===== config.mk =====
export PLATFORM = sky130hd
export DESIGN_NAME = sdram_frame_reader
export DESIGN_NICKNAME = d
export VERILOG_FILES = /design/src/rtl/sdram_frame_reader.sv
export SDC_FILE = /design/constraint.sdc
export NUM_CORES = 1
export LEC_CHECK = 0
export ABC_AREA = 1
export CORE_MARGIN = 2
export CORE_UTILIZATION = 57
export CTS_BUF_LIST = sky130_fd_sc_hd__clkbuf_4
export DETAILED_ROUTE_END_ITERATION = 10
export PLACE_DENSITY = 0.85
export SKIP_CTS_REPAIR_TIMING = 1
export SYNTH_ARGS = -nofsm -noshare
export SYNTH_HDL_FRONTEND = slang
export SYNTH_SLANG_ARGS = --single-unit

===== constraint.sdc =====
create_clock -name clk -period 2.75 [get_ports clk]
set_input_delay 0.275 -clock clk [delete_from_list [all_inputs] [get_ports clk]]
set_output_delay 0.275 -clock clk [all_outputs]
set_load 0.03 [all_outputs]

===== src/rtl/sdram_frame_reader.sv =====
// rtl/sdram_frame_reader.sv - SDRAM read-back engine serializing pixel words to a byte stream
// Optional feature macro: READER_ALPHA_EN (emit the low padding byte as a fourth byte per word)
module sdram_frame_reader #(
  parameter int ADDR_W     = 23,
  parameter int FIFO_DEPTH = 4
) (
  input  logic              clk,
  input  logic              rst,
  input  logic              start,
  input  logic [ADDR_W-1:0] start_addr,
  input  logic [ADDR_W-1:0] word_count,
  output logic [ADDR_W-1:0] addr,
  output logic              rw,
  output logic [31:0]       data_in,
  input  logic [31:0]       data_out,
  input  logic              busy,
  output logic              in_valid,
  input  logic              out_valid,
  output logic [7:0]        tx_data,
  output logic              tx_valid,
  input  logic              tx_ready,
  output logic              active,
  output logic              done,
  output logic              error
);

  localparam int PTR_W = $clog2(FIFO_DEPTH);
  localparam int CNT_W = PTR_W + 1;
  localparam logic [CNT_W:0] DEPTH_LIM = (CNT_W+1)'(FIFO_DEPTH);

`ifdef READER_ALPHA_EN
  localparam logic [1:0] LAST_BYTE = 2'd3;
`else
  localparam logic [1:0] LAST_BYTE = 2'd2;
`endif

  typedef enum logic [1:0] {
    S_IDLE  = 2'd0,
    S_RUN   = 2'd1,
    S_DRAIN = 2'd2
  } state_t;

  state_t            state;
  logic [ADDR_W-1:0] rd_addr;
  logic [ADDR_W-1:0] remaining;
  logic [CNT_W-1:0]  outstanding;
  logic [CNT_W-1:0]  fifo_count;
  logic [PTR_W-1:0]  wr_ptr;
  logic [PTR_W-1:0]  rd_ptr;
  logic [31:0]       fifo_mem [FIFO_DEPTH];
  logic [31:0]       shift_word;
  logic [1:0]        byte_idx;

  logic credit_ok;
  logic issue;
  logic push;
  logic pop;
  logic tx_fire;
  logic ser_free;
  logic drain_done;

  // Request issue, return acceptance and serializer hand-off conditions
  always_comb begin
    credit_ok  = ({1'b0, outstanding} + {1'b0, fifo_count}) < DEPTH_LIM;
    issue      = (state == S_RUN) && (remaining != '0) && !busy && credit_ok;
    push       = out_valid && (outstanding != '0);
    tx_fire    = tx_valid && tx_ready;
    // Serializer can take a new word now: either empty, or its last byte leaves this cycle
    ser_free   = !tx_valid || (tx_fire && (byte_idx == LAST_BYTE));
    pop        = ser_free && (fifo_count != '0);
    drain_done = (outstanding == '0) && (fifo_count == '0) && ser_free;
  end

  // Controller-facing request outputs; address is forced to zero when no request
  always_comb begin
    in_valid = issue;
    addr     = issue ? rd_addr : '0;
    rw       = 1'b0;
    data_in  = 32'd0;
    active   = (state != S_IDLE);
    tx_data  = shift_word[31:24];
  end

  // Transfer sequencing: address/count tracking and the completion pulse
  always_ff @(posedge clk or negedge rst) begin
    if (!rst) begin
      state     <= S_IDLE;
      rd_addr   <= '0;
      remaining <= '0;
      done      <= 1'b0;
    end else begin
      done <= 1'b0;
      case (state)
        S_IDLE: begin
          if (start) begin
            if (word_count != '0) begin
              rd_addr   <= start_addr;
              remaining <= word_count;
              state     <= S_RUN;
            end else begin
              done <= 1'b1;
            end
          end
        end
        S_RUN: begin
          if (issue) begin
            rd_addr   <= rd_addr + ADDR_W'(1);
            remaining <= remaining - ADDR_W'(1);
            if (remaining == ADDR_W'(1)) begin
              state <= S_DRAIN;
            end
          end
        end
        S_DRAIN: begin
          // Finish in the cycle the last byte is taken so done lands right after it
          if (drain_done) begin
            done  <= 1'b1;
            state <= S_IDLE;
          end
        end
        default: state <= S_IDLE;
      endcase
    end
  end

  // Credit accounting: reads in flight plus words buffered never exceed FIFO_DEPTH
  always_ff @(posedge clk or negedge rst) begin
    if (!rst) begin
      outstanding <= '0;
      fifo_count  <= '0;
      wr_ptr      <= '0;
      rd_ptr      <= '0;
      error       <= 1'b0;
    end else begin
      case ({issue, push})
        2'b10:   outstanding <= outstanding + CNT_W'(1);
        2'b01:   outstanding <= outstanding - CNT_W'(1);
        default: outstanding <= outstanding;
      endcase
      case ({push, pop})
        2'b10:   fifo_count <= fifo_count + CNT_W'(1);
        2'b01:   fifo_count <= fifo_count - CNT_W'(1);
        default: fifo_count <= fifo_count;
      endcase
      if (push) begin
        wr_ptr <= wr_ptr + PTR_W'(1);
      end
      if (pop) begin
        rd_ptr <= rd_ptr + PTR_W'(1);
      end
      // Data nobody asked for is dropped and flagged until the next reset
      if (out_valid && (outstanding == '0)) begin
        error <= 1'b1;
      end
    end
  end

  // Return-word storage; contents need no reset since fifo_count gates every read
  always_ff @(posedge clk) begin
    if (push) begin
      fifo_mem[wr_ptr] <= data_out;
    end
  end

  // Byte serializer: most significant byte first, holds until the sink takes it
  always_ff @(posedge clk or negedge rst) begin
    if (!rst) begin
      shift_word <= '0;
      byte_idx   <= '0;
      tx_valid   <= 1'b0;
    end else begin
      if (pop) begin
        shift_word <= fifo_mem[rd_ptr];
        byte_idx   <= 2'd0;
        tx_valid   <= 1'b1;
      end else if (tx_fire) begin
        if (byte_idx == LAST_BYTE) begin
          tx_valid <= 1'b0;
        end else begin
          shift_word <= {shift_word[23:0], 8'h00};
          byte_idx   <= byte_idx + 2'd1;
        end
      end
    end
  end

endmodule

==> flow_summary.json <==
{
  "dp_cells": 1623,
  "syn_area_mm2": 0.0111,
  "placement.cell_area_mm2": 0.0123,
  "drc_errors": 0,
  "nets": 1517,
  "port_buffers": 119,
  "reg2reg_to": "outstanding[2]$_DFFE_PN0P_",
  "tightest_slew_ns": 0.766,
  "grt_pass1_wl_mm": 41.4,
  "ys_ff_latch": 223,
  "path_common_cell": "nor2_1",
  "start_util": 0.575,
  "peakVddDrop_v": 0.000796,
  "cp_data_required_time_ns": 2.48,
  "crit_path_max_fanout": 14,
  "fmax_ghz": 0.384,
  "grt_overflow_total": 0,
  "rows": 51,
  "async_flop_share": 0.426,
  "drtIter0Drc": 663,
  "cts_num_sinks": 223,
  "seq_area_frac_synth": 0.559,
  "vias_per_cell": 5.29,
  "clock_path_buffers": 3,
  "critPathBufInv": 2,
  "grt_util_all_layers": 0.253,
  "first_global_vias": 8722,
  "yosys_warnings": 0,
  "syn_inst": 1278,
  "hold_path_class": "in2async",
  "reg2reg_depth": 12,
  "ant_nets": 0,
  "place_hpwl_mm": 16.7,
  "critical_path.cell_chain": "ha_1, nor2_1, nand3_1, nor2_2, nand2_8, buf_12, nor2_1, buf_4",
  "drv_cap": 0,
  "drv_slew": 0,
  "synth-edff-count": 128,
  "ys.flop_type": "edfxtp_1",
  "root_buffer": "clkbuf_4",
  "synth_cell_types": 42,
  "fin_cells": 1731,
  "p_total_mw": 13.7,
  "clk_transition_reported_paths_ns": 0.06,
  "syn_avg_cell_area_um2": 8.71,
  "cts-buffers-inserted": 56,
  "finalHoldViolCount": 0,
  "drive_above_1_share": 0.0990,
  "final_common_cell": "nand2_1",
  "ioPinCount": 153,
  "wirelength_mm": 26.1,
  "crit_path_top_delay_cell": "dfrtp_1",
  "cp-start-kind": "flop",
  "die_width_um": 144,
  "h-tree-depth": 2,
  "mostFrequentLayoutCells": "nand2_1 (408), nor2_1 (170), edfxtp_1 (128)",
  "setup_violations": 0,
  "antenna_found_initial": 1,
  "post-route-util": 0.680,
  "clock_skew_ns": 0.0570,
  "p_per_area_mw_per_mm2": 1040,
  "vias": 9161,
  "grt_max_degree": 59,
  "path_delay_family": "simple AND/OR/NAND/NOR gates",
  "design_area_mm2": 0.0131,
  "worstReg2RegStart": "remaining[0]$_DFFE_PN0P_",
  "gp_congestion": 0.877,
  "criticalPathCategory": "reg2out",
  "clk_latency_ns": 0.70,
  "path_depth": 8,
  "arrival_ns": 2.33,
  "rsz0062_at_grt": "no",
  "final.period_utilization": 0.946,
  "cts_tree": "built",
  "relSlewSlack": 0.489,
  "period_needed_ns": 2.60,
  "critPathMaxStageDelay_ns": 0.42,
  "core_mm2": 0.0193,
  "die-area_mm2": 0.0207,
  "worst_setup_path_end_kind": "output port",
  "area_delta_synth_final_pct": 18.1,
  "wl_per_cell_um": 15.1,
  "die_h_um": 144,
  "firstDrtPassIters": 5,
  "p_leak_nw": 5.77,
  "outcome": "finished, final reports clean",
  "rrSetupSlack_ns": 0.31
}
==> layout make-up <==
cell class / instances / area [um2]
sequential: 223 / 6220
fill: 1490 / 6190
multi-input combinational: 896 / 4130
timing repair buffer: 140 / 1330
clock buffer: 76 / 571
inverter: 102 / 383
tap: 265 / 332
clock inverter: 27 / 174
antenna: 2 / 5.00
==> state kept, by name, summed over array words and instances, names as in the netlist <==
register	flops
state	2
shift_word	32
wr_ptr	2
remaining	23
error	1
outstanding	3
fifo_mem	128
fifo_count	3
rd_addr	23
byte_idx	2
tx_valid	1
done	1
rd_ptr	2
==> where the power goes <==
part	internal, mW	switching [mW]
Sequential	4.59	0.687
Combinational	1.84	3.73
Clock	1.50	1.35
Total	7.92	5.77
==> Yosys cell counts (4+ instances only) <==
master / count / area share
nand3_1: 64 / 0.029
a21oi_1: 19 / 0.0085
clkbuf_1: 33 / 0.011
nand4_1: 10 / 0.0056
nor2_1: 174 / 0.059
nor3_1: 4 / 0.0018
buf_6: 4 / 0.0040
o21ai_0: 81 / 0.036
a22o_1: 6 / 0.0047
buf_2: 6 / 0.0027
ha_1: 12 / 0.013
edfxtp_1: 128 / 0.35
xor2_1: 6 / 0.0047
nand2_1: 408 / 0.14
dfrtp_1: 95 / 0.21
o22ai_1: 26 / 0.015
inv_1: 100 / 0.034
xnor2_1: 9 / 0.0071
o211ai_1: 14 / 0.0094
buf_4: 45 / 0.030
nand3b_1: 4 / 0.0027
==> metal layers <==
layer / vias to the layer above / track usage / part of all wire / routed length [um]
met2: 390 / 0.427 / 0.49 / 12800
li1: 4433 / - / - / -
met4: 0 / 0.0955 / 0.022 / 567
met5: - / 0 / 0 / 0
met1: 4282 / 0.321 / 0.41 / 10700
met3: 56 / 0.0570 / 0.076 / 1990
==> worst max-delay path by stage <==
stage,end,slack [ns],startpoint
floorplan,fifo_mem[2][0]$_DFFE_PP_,0.31,wr_ptr[0]$_DFFE_PN0P_
global placement,outstanding[2]$_DFFE_PN0P_,0.34,remaining[0]$_DFFE_PN0P_
detailed placement,outstanding[2]$_DFFE_PN0P_,0.21,remaining[0]$_DFFE_PN0P_
CTS,addr[18],-0.04,remaining[0]$_DFFE_PN0P_
global route,addr[19],0.01,remaining[1]$_DFFE_PN0P_
finish,addr[20],0.15,outstanding[2]$_DFFE_PN0P_
==> cells by family (layout without fill, tap and decap cells) <==
logic type	after synthesis	in the layout	synth area share
DFF	223	223	0.559
and+or+nand+nor	676	676	0.247
other	1	35	0.000337
adders and majority gates	14	14	0.0171
buffers and inverters	191	345	0.0830
xor gates and xnor gates	15	15	0.0118
AOI/OAI and AO/OA	158	158	0.0820
==> stage by stage <==
step                setup slack (ns)  hold WS [ns]  setup TNS [ns]
finish                         0.149         0.214               0
global route                 0.00983         0.158               0
CTS                          -0.0363        -0.355          -0.316
detailed placement             0.211         0.393               0
global placement               0.338         0.385               0
floorplan                      0.310       -0.0206               0
Note: power is estimated with default switching activity, not from simulation.
